**config.mk**
```make
export PLATFORM = sky130hd
export DESIGN_NAME = load_unit_flat
export DESIGN_NICKNAME = d
export VERILOG_FILES = /design/src/rtl/load_pkg.sv /design/src/rtl/load_unit_if.sv /design/src/rtl/load_extract.sv /design/src/rtl/load_unit.sv /design/src/flat_wrapper.sv
export SDC_FILE = /design/constraint.sdc
export NUM_CORES = 1
export LEC_CHECK = 0
export CAP_MARGIN = 5
export CELL_PAD_IN_SITES_DETAIL_PLACEMENT = 2
export CELL_PAD_IN_SITES_GLOBAL_PLACEMENT = 2
export CORE_ASPECT_RATIO = 0.5
export CORE_UTILIZATION = 23
export CTS_CLUSTER_DIAMETER = 200
export DETAILED_ROUTE_END_ITERATION = 10
export PLACE_DENSITY = 0.71
export SYNTH_ARGS = -nofsm -noshare
export SYNTH_HDL_FRONTEND = slang
export SYNTH_HIERARCHICAL = 1
export SYNTH_SLANG_ARGS = --single-unit
```
**constraint.sdc**
```tcl
create_clock -name clk -period 2.78 [get_ports clk]
set_clock_uncertainty 0.15 [all_clocks]
set_input_delay 0.556 -clock clk [delete_from_list [all_inputs] [get_ports clk]]
set_output_delay 0.556 -clock clk [all_outputs]
set_load 0.02 [all_outputs]
```
**src/rtl/load_pkg.sv**
```systemverilog
// load_pkg: load type encodings, FSM states and per-type size/sign helpers.
package load_pkg;
  typedef enum logic [2:0] {LB, LH, LW, LBU, LHU, LWU, LD, ILLEGAL} load_type_t;
  typedef enum logic [2:0] {IDLE, REQ_LO, WAIT_LO, REQ_HI, WAIT_HI, DONE, FAULT} state_t;
  function automatic logic [3:0] size_bytes(logic [2:0] t);
    return (t == LB || t == LBU) ? 4'd1 : (t == LH || t == LHU) ? 4'd2 : (t == LD) ? 4'd8 : 4'd4;
  endfunction
  function automatic logic is_signed(logic [2:0] t);
    return t == LB || t == LH || t == LW;
  endfunction
  function automatic logic is_illegal(logic [2:0] t, int xlen);
    return t == ILLEGAL || (xlen == 32 && (t == LWU || t == LD));
  endfunction
endpackage

```
**src/rtl/load_unit_if.sv**
```systemverilog
// load_unit_if: pipeline request, memory port and result handshakes of the load unit.
interface load_unit_if #(parameter int XLEN = 32, parameter int ADDR_W = 32);
  logic              req_valid, req_ready;
  logic [2:0]        req_load_type;
  logic [ADDR_W-1:0] req_addr;
  logic [4:0]        req_rd;
  logic              mem_req_valid, mem_req_ready;
  logic [ADDR_W-1:0] mem_req_addr;
  logic              mem_rsp_valid;
  logic [XLEN-1:0]   mem_rsp_data;
  logic              rsp_valid, rsp_ready;
  logic [XLEN-1:0]   rsp_data;
  logic [4:0]        rsp_rd;
  logic              rsp_fault;
  modport slave (
    input  req_valid, req_load_type, req_addr, req_rd, mem_req_ready, mem_rsp_valid, mem_rsp_data, rsp_ready,
    output req_ready, mem_req_valid, mem_req_addr, rsp_valid, rsp_data, rsp_rd, rsp_fault
  );
  modport master (
    output req_valid, req_load_type, req_addr, req_rd, mem_req_ready, mem_rsp_valid, mem_rsp_data, rsp_ready,
    input  req_ready, mem_req_valid, mem_req_addr, rsp_valid, rsp_data, rsp_rd, rsp_fault
  );
endinterface

```
**src/rtl/load_extract.sv**
```systemverilog
// load_extract: selects the addressed bytes from a word pair and sign/zero-extends them.
module load_extract import load_pkg::*; #(
  parameter int XLEN = 32
) (
  input  logic [XLEN-1:0]             word1,
  input  logic [XLEN-1:0]             word0,
  input  logic [$clog2(XLEN/8)-1:0]   offset,
  input  logic [2:0]                  load_type,
  output logic [XLEN-1:0]             result
);
  localparam int IW = $clog2(XLEN);
  logic [XLEN-1:0] sh, mask;
  logic [7:0]      nb;
  logic [IW-1:0]   top;
  logic            sgn;
  always_comb begin
    sh = XLEN'({word1, word0} >> {offset, 3'b000});
    nb = {1'b0, size_bytes(load_type), 3'b000};
    top = IW'(nb - 8'd1);
    mask = (nb >= 8'(XLEN)) ? '1 : (XLEN'(1) << nb) - XLEN'(1);
    sgn = is_signed(load_type) && (nb < 8'(XLEN)) && sh[top];
    result = (sh & mask) | ({XLEN{sgn}} & ~mask);
  end
endmodule

```
**src/rtl/load_unit.sv**
```systemverilog
// load_unit: one-at-a-time load FSM issuing one or two aligned word reads and returning the extended result.
module load_unit import load_pkg::*; #(
  parameter int XLEN = 32,
  parameter int ADDR_W = 32,
  parameter int MISALIGN_SPLIT = 1
) (
  input logic        clk,
  input logic        rst,
  load_unit_if.slave bus
);
  localparam int WB = XLEN / 8;
  localparam int OW = $clog2(WB);
  state_t            state, state_n;
  logic [2:0]        type_q;
  logic [ADDR_W-1:0] addr_q, aligned;
  logic [4:0]        rd_q;
  logic [XLEN-1:0]   word0, word1, ext;
  function automatic logic crosses(logic [2:0] t, logic [OW-1:0] off);
    return (5'(off) + 5'(size_bytes(t))) > 5'(WB);
  endfunction
  assign aligned = {addr_q[ADDR_W-1:OW], {OW{1'b0}}};
  load_extract #(.XLEN(XLEN)) u_extract (
    .word1(word1), .word0(word0), .offset(addr_q[OW-1:0]), .load_type(type_q), .result(ext)
  );
  always_ff @(posedge clk) begin
    if (rst) begin
      state <= IDLE;
      type_q <= '0;
      addr_q <= '0;
      rd_q <= '0;
      word0 <= '0;
      word1 <= '0;
    end else begin
      state <= state_n;
      if (state == IDLE && bus.req_valid) begin
        type_q <= bus.req_load_type;
        addr_q <= bus.req_addr;
        rd_q <= bus.req_rd;
        word1 <= '0;
      end
      if (state == WAIT_LO && bus.mem_rsp_valid) word0 <= bus.mem_rsp_data;
      if (state == WAIT_HI && bus.mem_rsp_valid) word1 <= bus.mem_rsp_data;
    end
  end
  always_comb begin
    state_n = state;
    bus.req_ready = state == IDLE;
    bus.mem_req_valid = state == REQ_LO || state == REQ_HI;
    bus.mem_req_addr = (state == REQ_LO) ? aligned : (state == REQ_HI) ? aligned + ADDR_W'(WB) : '0;
    bus.rsp_valid = state == DONE || state == FAULT;
    bus.rsp_data = (state == DONE) ? ext : '0;
    bus.rsp_rd = rd_q;
    bus.rsp_fault = state == FAULT;
    case (state)
      IDLE:    if (bus.req_valid)
                 state_n = (is_illegal(bus.req_load_type, XLEN) ||
                            (MISALIGN_SPLIT == 0 && crosses(bus.req_load_type, bus.req_addr[OW-1:0]))) ? FAULT : REQ_LO;
      REQ_LO:  if (bus.mem_req_ready) state_n = WAIT_LO;
      WAIT_LO: if (bus.mem_rsp_valid) state_n = crosses(type_q, addr_q[OW-1:0]) ? REQ_HI : DONE;
      REQ_HI:  if (bus.mem_req_ready) state_n = WAIT_HI;
      WAIT_HI: if (bus.mem_rsp_valid) state_n = DONE;
      DONE,
      FAULT:   if (bus.rsp_ready) state_n = IDLE;
      default: state_n = IDLE;
    endcase
  end
endmodule

```
**src/flat_wrapper.sv**
```systemverilog
// flat-port wrapper written by rule: the top's interface ports become plain ports
module load_unit_flat import load_pkg::*;
#(
  parameter int XLEN = 32,
  parameter int ADDR_W = 32,
  parameter int MISALIGN_SPLIT = 1
)
  (clk, rst, bus_req_valid, bus_req_load_type, bus_req_addr, bus_req_rd, bus_mem_req_ready, bus_mem_rsp_valid, bus_mem_rsp_data, bus_rsp_ready, bus_req_ready, bus_mem_req_valid, bus_mem_req_addr, bus_rsp_valid, bus_rsp_data, bus_rsp_rd, bus_rsp_fault);
  load_unit_if #(.XLEN(XLEN), .ADDR_W(ADDR_W)) bus_i ();
  input logic clk;
  input logic rst;
  input wire logic [$bits(bus_i.req_valid)-1:0] bus_req_valid;
  input wire logic [$bits(bus_i.req_load_type)-1:0] bus_req_load_type;
  input wire logic [$bits(bus_i.req_addr)-1:0] bus_req_addr;
  input wire logic [$bits(bus_i.req_rd)-1:0] bus_req_rd;
  input wire logic [$bits(bus_i.mem_req_ready)-1:0] bus_mem_req_ready;
  input wire logic [$bits(bus_i.mem_rsp_valid)-1:0] bus_mem_rsp_valid;
  input wire logic [$bits(bus_i.mem_rsp_data)-1:0] bus_mem_rsp_data;
  input wire logic [$bits(bus_i.rsp_ready)-1:0] bus_rsp_ready;
  output wire logic [$bits(bus_i.req_ready)-1:0] bus_req_ready;
  output wire logic [$bits(bus_i.mem_req_valid)-1:0] bus_mem_req_valid;
  output wire logic [$bits(bus_i.mem_req_addr)-1:0] bus_mem_req_addr;
  output wire logic [$bits(bus_i.rsp_valid)-1:0] bus_rsp_valid;
  output wire logic [$bits(bus_i.rsp_data)-1:0] bus_rsp_data;
  output wire logic [$bits(bus_i.rsp_rd)-1:0] bus_rsp_rd;
  output wire logic [$bits(bus_i.rsp_fault)-1:0] bus_rsp_fault;
  assign bus_i.req_valid = bus_req_valid;
  assign bus_i.req_load_type = bus_req_load_type;
  assign bus_i.req_addr = bus_req_addr;
  assign bus_i.req_rd = bus_req_rd;
  assign bus_i.mem_req_ready = bus_mem_req_ready;
  assign bus_i.mem_rsp_valid = bus_mem_rsp_valid;
  assign bus_i.mem_rsp_data = bus_mem_rsp_data;
  assign bus_i.rsp_ready = bus_rsp_ready;
  assign bus_req_ready = bus_i.req_ready;
  assign bus_mem_req_valid = bus_i.mem_req_valid;
  assign bus_mem_req_addr = bus_i.mem_req_addr;
  assign bus_rsp_valid = bus_i.rsp_valid;
  assign bus_rsp_data = bus_i.rsp_data;
  assign bus_rsp_rd = bus_i.rsp_rd;
  assign bus_rsp_fault = bus_i.rsp_fault;
  load_unit #(.XLEN(XLEN), .ADDR_W(ADDR_W), .MISALIGN_SPLIT(MISALIGN_SPLIT)) u_core (.clk(clk), .rst(rst), .bus(bus_i));
endmodule
```
==> results.json <==
{
  "holdBufCountCts": 0,
  "multi_input_area_mm2": 0.00403,
  "dr_total_vias": 6240,
  "grt_max_degree": 62,
  "setup_viol": 24,
  "clkSinkCount": 99,
  "max_clock_freq_ghz": 0.343,
  "port-buffer-count": 148,
  "final_core_util_pct": 36.1,
  "root_buffer": "clkbuf_16",
  "r2r_start": "u_core/type_q[0]",
  "slew_headroom_pct": 66.6,
  "rows": 41,
  "cp-start-kind": "register",
  "final_layout_size_suffix_gt1_share_pct": 28.3,
  "reg2reg_to": "u_core/state[1]",
  "drt-initial-drc-count": 317,
  "grt_pass1_wl_mm": 37.9,
  "drt_wl_total_mm": 25.9,
  "n_antenna_cell": 0,
  "antenna_left": 0,
  "wl_per_cell_um": 20.0,
  "n_fill_cell": 2820,
  "rsz0062_at_grt": "yes",
  "yosys_warnings": 6,
  "clk_latency_ns": 0.37,
  "cp-startpoint": "u_core/addr_q[1]",
  "cp_data_required_time_ns": 2.07,
  "p_leak_nw": 3.43,
  "r2r_slack_ns": 0.32,
  "hold_viol_final": 0,
  "synth.avg_cell_area_um2": 7.62,
  "hold_depth": 2,
  "die_h_um": 115,
  "hpwl_mm": 16.4,
  "slew_viol_final": 0,
  "clock_power_share_pct": 18.3,
  "clockBufferDepth": 2,
  "fin_ws_ns": -0.132,
  "grt_pass1_vias": 6763,
  "drc": 2,
  "io_pins": 151,
  "place.gp.congestion": 0.773,
  "htree_levels": 3,
  "worst_ep_arrival_time_ns": 2.21,
  "syn_inst": 776,
  "syn_area_mm2": 0.00591,
  "cts_tree": "built",
  "die_x_um": 229,
  "swShare_pct": 41.9,
  "status": "complete, but fails checks",
  "drv_cap": 0,
  "seqPwrFrac_pct": 26.9,
  "end_kind": "output pin",
  "path_max_fanout": 11,
  "stdcell_area_mm2": 0.00910,
  "combPwrFrac_pct": 54.8,
  "violations": "design-rule violations, negative setup slack",
  "hp-start": "u_core/word0[7]",
  "min_to": "u_core/word0[7]",
  "path_class": "register to output pin",
  "power_switching_mw": 2.97,
  "antenna_found_initial": 0,
  "track_usage_pct": 18.7,
  "gr-total-overflow": 0,
  "dieArea_mm2": 0.0264,
  "numCtsBuffers": 9,
  "viasPerCell": 4.81,
  "fin_crit_ns": 2.91,
  "syn_to_final_growth_pct": 53.9,
  "nNetsFinal": 1031,
  "worstMarginPinSlew_ns": 0.501,
  "regArea_mm2": 0.00201,
  "min_path_type": "register to register",
  "p_per_area_mw_per_mm2": 780,
  "clkTransAtPathRegs_ns": 0.07,
  "internal-power_mw": 4.12,
  "drtPass1Iterations": 7,
  "initial_core_util_pct": 23.5,
  "r2r_cells": 11,
  "period_share_pct": 105,
  "placed_area_mm2": 0.00802,
  "core_area_mm2": 0.0252,
  "ir_drop_mv": 0.363
}
-- how the worst max path moves through the flow --
stage,to,cells after the start,slack [ns]
after global routing,bus_rsp_data[11],9,-0.18
final,bus_rsp_data[14],8,-0.13
after floorplan,bus_rsp_data[10],8,0.34
after CTS,bus_rsp_data[11],9,-0.12
after global placement,bus_mem_req_addr[18],8,-0.09
after detailed placement,bus_rsp_data[9],6,-0.12
-- area by class of cell --
class	instances	share of cell area, %
well taps	344	4.73
inverters	7	0.289
repair buffers	228	25.5
flip-flops and latches	99	22.0
clock buffers	11	2.67
multi-input cells	603	44.2
clock inverters	5	0.509
-- placed cells by master (no fill, tap or decap), types with 4 or more instances in the layout --
master             n
o32ai_2            4
buf_6             28
clkbuf_2           9
o22ai_1            4
mux4_2             5
mux2_4             9
o22ai_4            5
o21ai_0           10
nor2_1            38
buf_2             14
dlygate4sd2_1      7
buf_4             57
mux2i_4            5
dfxtp_1           86
dlymetal6s2s_1     4
mux2i_2            9
mux2i_1           17
buf_12            14
nand2_1          188
mux2_2            21
clkdlybuf4s50_1   83
nand2b_1           5
and2_1            23
buf_16             4
dfxtp_2           10
o22ai_2            4
xor2_1            24
buf_8              4
a21oi_1          101
inv_1              7
clkbuf_16         11
and3_1             5
o21ai_2            4
xnor2_1            8
nand3_1           29
and2_4            16
nand4_1           12
-- critical path, cell delays in order (launching register included) --
cell and delay [ns]:
dfxtp_4 0.37, buf_12 0.11, buf_12 0.10, buf_16 0.13, mux2_2 0.38, mux2i_2 0.28, o32ai_2 0.13, and2_1 0.20
buf_6 0.13
-- routing by layer --
layer  global-route usage [%]  share of wire (%)  wire, um
met3                     4.37                2.4       626
met5                        0                  0         0
met2                     35.5                 53     13700
met4                     6.62                2.9       762
met1                     20.7                 42     10800
-- flip-flops by register name, summed over array words and instances (netlist names) --
name and count:
u_core/bus.rsp_rd 5, u_core/word1 24, u_core/state 3, u_core/addr_q 32, u_core/type_q 3, u_core/word0 32
-- timing repair --
item                       CTS  global route
pin swaps                    8            27
gates resized for setup    272           111
setup buffers               13             8
setup endpoints to repair   63            49
cloned                       5             2
-- power by group through the flow --
stage	clock, mW	combinational, mW	sequential (mW)
6_report	1.30	3.88	1.91
5_1_grt	1.39	4.14	1.94
4_1_cts	1.35	3.34	1.90
3_5_place_dp	0	2.84	1.90
3_3_place_gp	0	2.76	1.88
2_1_floorplan	0	1.74	1.89
-- per-stage QoR --
| stage | hold WS (ns) | total power, mW | worst slack (ns) | TNS [ns] | std cells |
|---|---|---|---|---|---|
| global placement | 0.292 | 4.64 | -0.0887 | -0.179 | 1254 |
| floorplan | 0.283 | 3.63 | 0.336 | 0 | 777 |
| finish | 0.310 | 7.09 | -0.132 | -1.38 | 1297 |
| global route | 0.333 | 7.47 | -0.182 | -2.80 | 1297 |
| CTS | 0.311 | 6.60 | -0.122 | -1.07 | 1288 |
| detailed placement | 0.300 | 4.75 | -0.120 | -1.12 | 1254 |
Power figures use the tool's default switching activity.
==> RTL change (config.mk and constraints unchanged) <==
`XLEN` is set to 32 in 4 places; all go to 64.
--- a/src/rtl/load_unit_if.sv
+++ b/src/rtl/load_unit_if.sv
@@ -1,3 +1,3 @@
 // load_unit_if: pipeline request, memory port and result handshakes of the load unit.
-interface load_unit_if #(parameter int XLEN = 32, parameter int ADDR_W = 32);
+interface load_unit_if #(parameter int XLEN = 64, parameter int ADDR_W = 32);
   logic              req_valid, req_ready;
--- a/src/rtl/load_extract.sv
+++ b/src/rtl/load_extract.sv
@@ -2,3 +2,3 @@
 module load_extract import load_pkg::*; #(
-  parameter int XLEN = 32
+  parameter int XLEN = 64
 ) (
--- a/src/rtl/load_unit.sv
+++ b/src/rtl/load_unit.sv
@@ -2,3 +2,3 @@
 module load_unit import load_pkg::*; #(
-  parameter int XLEN = 32,
+  parameter int XLEN = 64,
   parameter int ADDR_W = 32,
--- a/src/flat_wrapper.sv
+++ b/src/flat_wrapper.sv
@@ -3,3 +3,3 @@
 #(
-  parameter int XLEN = 32,
+  parameter int XLEN = 64,
   parameter int ADDR_W = 32,
Interface: changed (resized bus_mem_rsp_data and bus_rsp_data); port bits go from 151 to 215. No check against the original RTL was run, so the function may have changed too.
==> RTL change against the original RTL <==
- the flow finishes with violations (negative setup slack)
- synthesized cell count up 67%
- register-to-register slack worse by 280 ps
- clock power up 95%
- power up 73%
- area after synthesis up 86%
- core utilization up 1.4 points
- setup slack worse by 550 ps
- sequential cell count up 64
- routed wire length rose to 2.5 times the old value
- combinational power up 70%
- final area up 93%
- critical path type unchanged
==> RTL change: results (changes against the original RTL) <==
status = finished, violations left
violated checks = negative setup slack
Final GP Congestion = 0.852 (+10%)
Hold-fix buffers, CTS = 0 (unchanged)
largest registers = u_core/word0 (64), u_core/word1 (56), u_core/addr_q (32)
yosys synthesis warning count = 6 (unchanged)
worst vdd ir = 327 uV (-9.9%)
Root Buffer Master = clkbuf_16
clk buf depth = 2 (unchanged)
Slowest Stage Delay on Critical Path = 410 ps (+30 ps)
PortBufs = 211 (+43%)
Setup Viol. Count Final = 71 (+200%)
Worst Hold Class = in2reg
iteration-0 DRC count of the detailed router = 1134 (+260%)
cts bufs inserted = 17 (+8)
layout cells sized above 1 = 40.4% (+12 points)
Worst path top cell family by delay = buffers and inverters
CTS H-tree lvls = 4 (+1)
fin worst setup slack = -686 ps (-555 ps)
number of global-route vias before repair = 13159 (+95%)
Static Leak = 6.40 nW (+87%)
Max-slew headroom = 56.7% (-9.9 points)
crit-path max FO = 7 (-4)
pin count of the biggest net entering global routing = 114 (+84%)
Reg clk slew, reported paths = 80 ps
Net count, final = 1771 (+72%)
first-pass GRT wire length = 88.0 mm (+130%)
routed len/inst = 28.2 microns (+41%)
Clock Latency Late Sink = 470 ps (+100 ps)
All-Layer GR Usage = 24.1% (+5.3 points)
DR vias/cell = 5.59 (+16%)
R2R Setup Slk = 40 ps (-280 ps)
initial antenna violation count = 2 (+2)
antenna diode count = 0 (unchanged)
worst hold margin = 151 ps (-158 ps)
TNS Setup = -32840 ps (-31460 ps)
Critical-path top delay cell = dfxtp_4
Post-DP HPWL = 36.5 mm (+120%)
Filler cells = 5029 (+78%)
first drt pass iteration count = 5 (-2)
CP arrival = 2760 ps (+550 ps)
RTL change: power by group:
part           internal, W  leakage (nW)  switching, W  total (W)
combinational      0.00301          4.77       0.00360    0.00660
clock              0.00123         0.292       0.00131    0.00254
sequential         0.00265          1.33      0.000444    0.00310
RTL change: per-stage QoR:
stage / instances / cell area (sq um) / power [W] / worst slack, ps
4_1_cts: 2271 / 16600 / 0.0113 / -562
2_1_floorplan: 1298 / 11000 / 0.00575 / 90.0
6_report: 2307 / 17600 / 0.0122 / -686
5_1_grt: 2307 / 17600 / 0.0127 / -717
3_3_place_gp: 2169 / 14700 / 0.00773 / -523
3_5_place_dp: 2169 / 14700 / 0.00785 / -544
RTL change: repair_timing:
item | 4_1_cts | 5_1_grt
resized for setup | 578 | 214
pin swaps | 36 | 59
buffers inserted | 59 | 45
setup endpoints to repair | 94 | 90
cloned | 13 | 5
RTL change: routing by layer:
metal	vias up	wire [microns]	track usage, %
li1	5438	-	-
met1	6526	25200	29.5
met2	729	31100	41.2
met3	204	4910	3.55
met4	0	3850	12.6
met5	-	0	0
RTL change: final timing paths:
path                                      startpoint                    to  cells after the start
worst min register to register  u_core/bus.rsp_rd[4]  u_core/bus.rsp_rd[4]                      2
worst max-delay path                u_core/addr_q[1]      bus_rsp_data[59]                     11
worst min-delay path                             rst  u_core/bus.rsp_rd[4]                      2
worst max register to register      u_core/addr_q[0]       u_core/state[2]                     11
RTL change: final cells by class:
cell class,instances,share of cell area (%)
Clock inverter,15,1.04
Multi-Input combinational cell,994,45.0
Sequential cell,163,18.8
Clock buffer,17,2.42
Inverter,9,0.199
Timing Repair Buffer,471,28.0
Tap cell,638,4.54
